===== src/rtl/axi_inf_write_state_core.sv =====
// axi_inf_write_state_core
// Single-burst AXI write master: takes one burst request at a time, issues the
// AW beat, streams W beats straight out of a first-word-fall-through FIFO and
// waits for the B response before accepting the next request.
// Optional feature macro: WRITE_RESP_CHECK_EN -- when defined, a non-OKAY
// write response sets the sticky resp_err flag; when undefined resp_err is 0.
module axi_inf_write_state_core #(
  parameter int IDSIZE = 3,
  parameter int ID     = 0,
  parameter int LSIZE  = 9,
  parameter int ASIZE  = 29,
  parameter int DSIZE  = 256
) (
  input  logic                 axi_aclk,
  input  logic                 axi_resetn,
  input  logic                 write_req,
  input  logic [LSIZE-1:0]     req_len,
  input  logic [ASIZE-1:0]     req_addr,
  output logic                 req_resp,
  output logic                 req_done,
  input  logic [DSIZE-1:0]     in_data,
  input  logic                 in_valid,
  output logic                 pull_data_en,
  output logic [IDSIZE-1:0]    axi_awid,
  output logic [ASIZE-1:0]     axi_awaddr,
  output logic [LSIZE-1:0]     axi_awlen,
  output logic [2:0]           axi_awsize,
  output logic [1:0]           axi_awburst,
  output logic                 axi_awlock,
  output logic [3:0]           axi_awcache,
  output logic [2:0]           axi_awprot,
  output logic [3:0]           axi_awqos,
  output logic                 axi_awvalid,
  input  logic                 axi_awready,
  output logic [DSIZE-1:0]     axi_wdata,
  output logic [DSIZE/8-1:0]   axi_wstrb,
  output logic                 axi_wlast,
  output logic                 axi_wvalid,
  input  logic                 axi_wready,
  input  logic [IDSIZE-1:0]    axi_bid,
  input  logic [1:0]           axi_bresp,
  input  logic                 axi_bvalid,
  output logic                 axi_bready,
  output logic                 resp_err
);

  localparam logic [1:0] ST_IDLE = 2'd0;
  localparam logic [1:0] ST_ADDR = 2'd1;
  localparam logic [1:0] ST_DATA = 2'd2;
  localparam logic [1:0] ST_RESP = 2'd3;

  // Beat size in bytes as log2, e.g. 5 for a 256-bit bus.
  localparam logic [2:0]       AW_SIZE = 3'($clog2(DSIZE/8));
  localparam logic [LSIZE-1:0] LEN_ONE = {{(LSIZE-1){1'b0}}, 1'b1};

  logic [1:0]       state_r;
  logic [ASIZE-1:0] addr_r;
  logic [LSIZE-1:0] awlen_r;
  logic [LSIZE-1:0] beat_r;
  logic             req_resp_r;
  logic             req_done_r;
  logic             resp_err_r;

  logic accept_s;
  logic addr_s;
  logic data_s;
  logic last_s;
  logic w_hs_s;
  logic unused_s;

  assign accept_s = (state_r == ST_IDLE) && write_req && (req_len != {LSIZE{1'b0}});
  assign addr_s   = (state_r == ST_ADDR);
  assign data_s   = (state_r == ST_DATA);
  assign last_s   = (beat_r == awlen_r);
  assign w_hs_s   = data_s && in_valid && axi_wready;

  // Burst sequencing: accept a request, walk AW -> W -> B, emit the handshake pulses
  always_ff @(posedge axi_aclk or negedge axi_resetn) begin
    if (!axi_resetn) begin
      state_r    <= ST_IDLE;
      addr_r     <= {ASIZE{1'b0}};
      awlen_r    <= {LSIZE{1'b0}};
      beat_r     <= {LSIZE{1'b0}};
      req_resp_r <= 1'b0;
      req_done_r <= 1'b0;
    end else begin
      req_resp_r <= 1'b0;
      req_done_r <= 1'b0;
      case (state_r)
        ST_IDLE: begin
          if (accept_s) begin
            addr_r     <= req_addr;
            awlen_r    <= req_len - LEN_ONE;
            beat_r     <= {LSIZE{1'b0}};
            req_resp_r <= 1'b1;
            state_r    <= ST_ADDR;
          end
        end
        ST_ADDR: begin
          if (axi_awready) begin
            state_r <= ST_DATA;
          end
        end
        ST_DATA: begin
          if (w_hs_s) begin
            if (last_s) begin
              beat_r  <= {LSIZE{1'b0}};
              state_r <= ST_RESP;
            end else begin
              beat_r <= beat_r + LEN_ONE;
            end
          end
        end
        ST_RESP: begin
          if (axi_bvalid) begin
            req_done_r <= 1'b1;
            state_r    <= ST_IDLE;
          end
        end
        default: begin
          state_r <= ST_IDLE;
        end
      endcase
    end
  end

`ifdef WRITE_RESP_CHECK_EN
  // Sticky error flag: any non-OKAY write response is remembered until reset
  always_ff @(posedge axi_aclk or negedge axi_resetn) begin
    if (!axi_resetn) begin
      resp_err_r <= 1'b0;
    end else if (axi_bvalid && axi_bready && (axi_bresp != 2'b00)) begin
      resp_err_r <= 1'b1;
    end else begin
      resp_err_r <= resp_err_r;
    end
  end
  assign unused_s = ^axi_bid;
`else
  assign resp_err_r = 1'b0;
  assign unused_s   = ^{axi_bid, axi_bresp};
`endif

  // AW channel: payload comes from the latched request, constants only while offered
  assign axi_awvalid = addr_s;
  assign axi_awaddr  = addr_r;
  assign axi_awlen   = awlen_r;
  assign axi_awid    = addr_s ? IDSIZE'(ID) : {IDSIZE{1'b0}};
  assign axi_awsize  = addr_s ? AW_SIZE : 3'b000;
  assign axi_awburst = addr_s ? 2'b01 : 2'b00;
  assign axi_awlock  = 1'b0;
  assign axi_awcache = addr_s ? 4'b0011 : 4'b0000;
  assign axi_awprot  = 3'b000;
  assign axi_awqos   = 4'b0000;

  // W channel: the FIFO head is presented directly; its valid gates wvalid
  assign axi_wvalid   = data_s && in_valid;
  assign axi_wdata    = data_s ? in_data : {DSIZE{1'b0}};
  assign axi_wstrb    = data_s ? {(DSIZE/8){1'b1}} : {(DSIZE/8){1'b0}};
  assign axi_wlast    = data_s && last_s;
  assign pull_data_en = axi_wvalid && axi_wready;

  // B channel and requester handshakes
  assign axi_bready = (state_r == ST_RESP);
  assign req_resp   = req_resp_r;
  assign req_done   = req_done_r;
  assign resp_err   = resp_err_r;

endmodule


===== config.mk =====
export PLATFORM = sky130hd
export DESIGN_NAME = axi_inf_write_state_core
export DESIGN_NICKNAME = d
export VERILOG_FILES = /design/src/rtl/axi_inf_write_state_core.sv
export SDC_FILE = /design/constraint.sdc
export NUM_CORES = 1
export LEC_CHECK = 0
export ABC_CLOCK_PERIOD_IN_PS = 2600
export BUFFER_PORTS_ARGS = -buffer_cell sky130_fd_sc_hd__clkbuf_2
export CAP_MARGIN = 20
export CORE_AREA = 2 2 256 258
export DETAILED_ROUTE_END_ITERATION = 7
export DIE_AREA = 0 0 258 260
export PLACE_DENSITY = 0.3
export SLEW_MARGIN = 10
export SYNTH_ARGS = -nofsm -noshare
export SYNTH_HDL_FRONTEND = slang
export SYNTH_SLANG_ARGS = --single-unit

===== constraint.sdc =====
create_clock -name axi_aclk -period 2.6 [get_ports axi_aclk]
set_input_delay 0.13 -clock axi_aclk [delete_from_list [all_inputs] [get_ports axi_aclk]]
set_output_delay 0.13 -clock axi_aclk [all_outputs]
set_load 0.005 [all_outputs]

# Yosys cells after proc, flatten, opt, wreduce, memory -nomap -nowiden
# Cells that the tools add are included.
# word_totals
reg_bits	51
# op_classes
eq_ne	9
addsub	2
reduce_logical	11
mux	19
# op_table
operator	count
256-bit 2-to-1 mux	1
32-bit 2-to-1 mux	1
9-bit 2-to-1 mux	3
9-bit one-hot mux with 2 select lines	1
2-bit 2-to-1 mux	6
9-bit by 1-bit adder with 9-bit output, second input constant	1
9-bit == test	1
9-bit nonzero test	1
9-bit by 1-bit subtractor with 9-bit output, second input constant	1
2-bit != test, second input constant	4
2-bit one-hot mux with 4 select lines	1
1-bit logical AND	5
1-bit 2-to-1 mux	5
5-bit AND reduction	1
2-bit == test, second input constant	2
3-bit 2-to-1 mux	1
3-bit AND reduction	1
2-bit by 1-bit == test with 1-bit output, second input constant	1
2-bit zero test	1
2-bit by 1-bit != test with 1-bit output, second input constant	1
2-bit AND reduction	1
2-bit nonzero test	1

# Depth between registers and ports, before layout
# depth
word_depth	5
depth_mapped	10

# Least setup slack after synthesis
# OpenSTA, ideal clock, no wires.
# synth_timing
path_type	register to register
start	reg state_r[0]
end	reg beat_r[7]
stages_incl_launch_ff	9
setup_time_ps	128
t_arrival_ps	2446
synth_period_minus_slack_ps	2574
path_slack_ps	26
t_required_ps	2472
n_path_buf	1
cell_sequence	dfrtp_1 inv_1 ha_1 buf_2 and3_1 nor2_1 a2111oi_0 xnor2_1 nor2_1
# synth_between
elab_chain_cells	5
# synth_rtl
item	line_no	rtl
start: declaration	56	logic [1:0] state_r;
start signal: assignment	80	state_r <= ST_IDLE;
start signal: assignment	96	state_r <= ST_ADDR;
start signal: assignment	101	state_r <= ST_DATA;
2-bit == test	73	assign data_s = (state_r == ST_DATA);
via data_s	66	logic data_s;
1-bit logical AND (2 in series)	--	
via pull_data_en	23	output logic pull_data_en,
2-bit != test (no line)	--	
3-bit AND reduction (no line)	--	
end signal: assignment	83	beat_r <= {LSIZE{1'b0}};
end signal: assignment	94	beat_r <= {LSIZE{1'b0}};
end signal: assignment	107	beat_r <= {LSIZE{1'b0}};
end: declaration	59	logic [LSIZE-1:0] beat_r;
# The timed path passes the listed nets, and every way through them passes these cells.
# A chain may end at the register's enable or synchronous reset.

# Final worst setup path
# layout_timing
start	reg beat_r[0]
end	out axi_wlast
# layout_between
elab_chain_cells	2
# layout_rtl
item	line_no	rtl
9-bit == test	74	assign last_s = (beat_r == awlen_r);
1-bit logical AND	160	assign axi_wlast = data_s && last_s;
end: declaration	37	output logic axi_wlast,
# Every way passes these cells.

==> results.ini <==
[min_path]
min_to=axi_awaddr[27]
min_path_cells=2
holdCritPathClass=primary input to register
worstHoldStart=req_addr[27]

[setup_path]
regToRegSetupSlack_ns=0.50
timing.rr.end=state_r[1]
r2r-start=beat_r[0]
cp_max_fo=7
slowest_delay_ns=0.47
rr_worst_depth=5
critPathLaunchType=register
critPathCaptureType=primary output
path_cells=xor2_1 > nor4_2 > nand3_1 > nor2_1 > clkbuf_2
critical_path_class=register to primary output
crit_required_ns=2.47
arrival_ns=2.12
slowest_stage=dfrtp_1

[global_routing]
grtUsageTotal_pct=7.74
grt_start_max_net_pins=182
grt_pass1_wl_microns=38400
grt_overflow=0
grt_pass1_vias=5930
antenna_found_initial=14

[clock_tree]
h-tree-depth=2
cts_tree=built
cts_buffer_depth=2
numCtsBuffers=5
insertion_delay_ns=0.30
clock-sinks=51
clkTransAtPathRegs_ns=0.08
root_buffer=clkbuf_16
postCtsSetupRepairBufs=0

[job]
drv_cap=0

[power_and_ir_drop]
p_leak_nw=4.75
ir_worst_vdd_v=0.000494
p_per_area_nw_per_um2=804

[synthesis]
yosysSeqAreaShare_pct=27.8
synth_warnings=0
synth_edf_count=0
avgSynthCellArea_sq_um=8.45
yosys_most_used_dff=dfrtp_1
postSynthCellCount=543
ys_seq_elements=51
synth_area_sq_um=4590
synthArstFlopShare_pct=100
ys_types=40

[sta]
post-route-min-period_ns=2.25
worst_slew_pin_slew_ns=0.685
period_share_pct=86.4
setup-violations-final=0
slew_violations=0
setup_tns_ns=0
max_clock_freq_ghz=0.445
rsz0062_at_grt=no
relSlewSlack_pct=54.4
hold_ws_ns=0.0452
report.final.hold_viol_count=0
finalClockSkew_ns=0.0140

[route]
postRouteAntennaNets=0
drt-total-wl_microns=28700
wl_per_cell_microns=14.5
vias=5861
drt_iter0_drc=210
drc_errors=0
via_per_inst=2.96
first_pass_iters=4

[place]
placed_cells=1970
io_buffers=638
gp_congestion=0.817
dp_hpwl_microns=25700

[cells_and_area]
layout.nets=1436
fillers=7452
layout.cells.non_filler=1983
syn_to_final_growth_pct=87.9
drive_gt1_share_pct=61.4

[floorplan]
start_util_pct=7.15
core_sq_um=64100
dieArea_sq_um=67100
die_h_microns=260
io_pins=660
row_count=93
die_w_microns=258

[status]
status=complete, no violations

## how the worst max path moves through the flow
stage / endpoint / slack (ns) / depth (start not counted) / start
5_1_grt: axi_wlast / 0.21 / 5 / beat_r[0]
3_5_place_dp: state_r[1] / 0.29 / 5 / beat_r[0]
3_3_place_gp: state_r[1] / 0.26 / 5 / beat_r[0]
4_1_cts: axi_wlast / 0.12 / 5 / beat_r[0]
6_report: axi_wlast / 0.35 / 5 / beat_r[0]
2_1_floorplan: beat_r[7] / 0.03 / 8 / state_r[0]
## registers in the layout (all words and copies together) (netlist names)
name        count
axi_awaddr     29
axi_awlen       9
beat_r          9
state_r         2
req_done        1
req_resp        1
## report_power, final
group	leakage, nW	switching [mW]	internal, mW	total [mW]
combinational	4.05	2.53	2.33	4.86
clock	0.0734	0.314	0.383	0.697
sequential	0.629	0.231	1.13	1.36
## metal layers
layer	up-vias	global-route usage [%]	share of wire, %
li1	2800	-	-
met1	2650	9.50	39
met2	360	13.1	48
met3	39	1.86	9.1
met4	12	2.84	3.0
met5	-	0	0.27
## area by class of cell
class / count / area [sq um] / area share, %
diodes: 5 / 12.5 / 0.145
inverters: 10 / 37.5 / 0.436
flip-flops and latches: 51 / 1280 / 14.8
clock inverters: 1 / 8.76 / 0.102
well taps: 855 / 1070 / 12.4
clock buffers: 6 / 139 / 1.61
repair buffers: 648 / 3310 / 38.4
multi-input cells: 407 / 2770 / 32.1
## timing repair
action / 4_1_cts / 5_1_grt
resized for setup: 0 / 1
hold buffers: 1 / 0
endpoints found under the hold margin: 23 / 0
endpoints found under the setup margin: 0 / 1
## metrics by stage
stage	power [mW]	area [sq um]	setup WS (ns)	util, %
after CTS	7.11	8600	0.121	13.4
after floorplan	4.07	4640	0.0264	-
final	6.92	8620	0.352	13.4
after detailed placement	6.38	8440	0.290	13.2
after global placement	6.44	8440	0.265	13.2
after global routing	7.58	8610	0.209	13.4
## logic make-up after synthesis
family / share of synthesized area, %
adders and majority gates: 1.91
xor gates and xnor gates: 4.20
DFF: 27.8
and+or+nand+nor: 40.1
muxes: 7.61
other: 0.0818
buffers and inverters: 13.5
AOI/OAI and AO/OA: 4.75
## Yosys cell counts (4+ instances only)
library cell  count  area, sq um
nand2_1          11         41.3
xor2_1           11         96.3
ha_1              7         87.6
buf_4            54          405
nand3_1           5         25.0
clkbuf_1         30          113
xnor2_1          11         96.3
dfrtp_1          51         1280
mux2_1            9          101
a21oi_1           4         20.0
a211oi_1          4         30.0
and2_1          260         1630
nor2_1           12         45.0
o21ai_2           7         61.3
inv_1            10         37.5
mux2_2           22          248
buf_6             4         45.0
## worst max-delay path, delay by kind of cell, from the launching register on
family / cells / cell delay (ns)
and+or+nand+nor: 3 / 0.93
buffers and inverters: 1 / 0.20
xor gates and xnor gates: 1 / 0.20
DFF: 1 / 0.47
## layout by cell type, fill, tap and decap left out, types with 2 or more instances in the layout
| cell type | count |
|---|---|
| clkbuf_16 | 5 |
| nand3_1 | 5 |
| mux2_1 | 9 |
| o21ai_2 | 7 |
| diode_2 | 5 |
| mux2_2 | 22 |
| conb_1 | 16 |
| a2111oi_0 | 2 |
| o21ai_0 | 3 |
| ha_1 | 6 |
| dfrtp_1 | 51 |
| and2_1 | 260 |
| nor2_1 | 12 |
| xnor2_1 | 11 |
| nor3_1 | 2 |
| a211oi_1 | 4 |
| nand2_1 | 11 |
| clkbuf_2 | 638 |
| inv_1 | 10 |
| xor2_1 | 11 |
| and3_1 | 2 |
| buf_12 | 3 |
| nand4_1 | 3 |
| or2_2 | 2 |
| a21oi_1 | 4 |
| buf_4 | 6 |
Power figures use the tool's default switching activity.
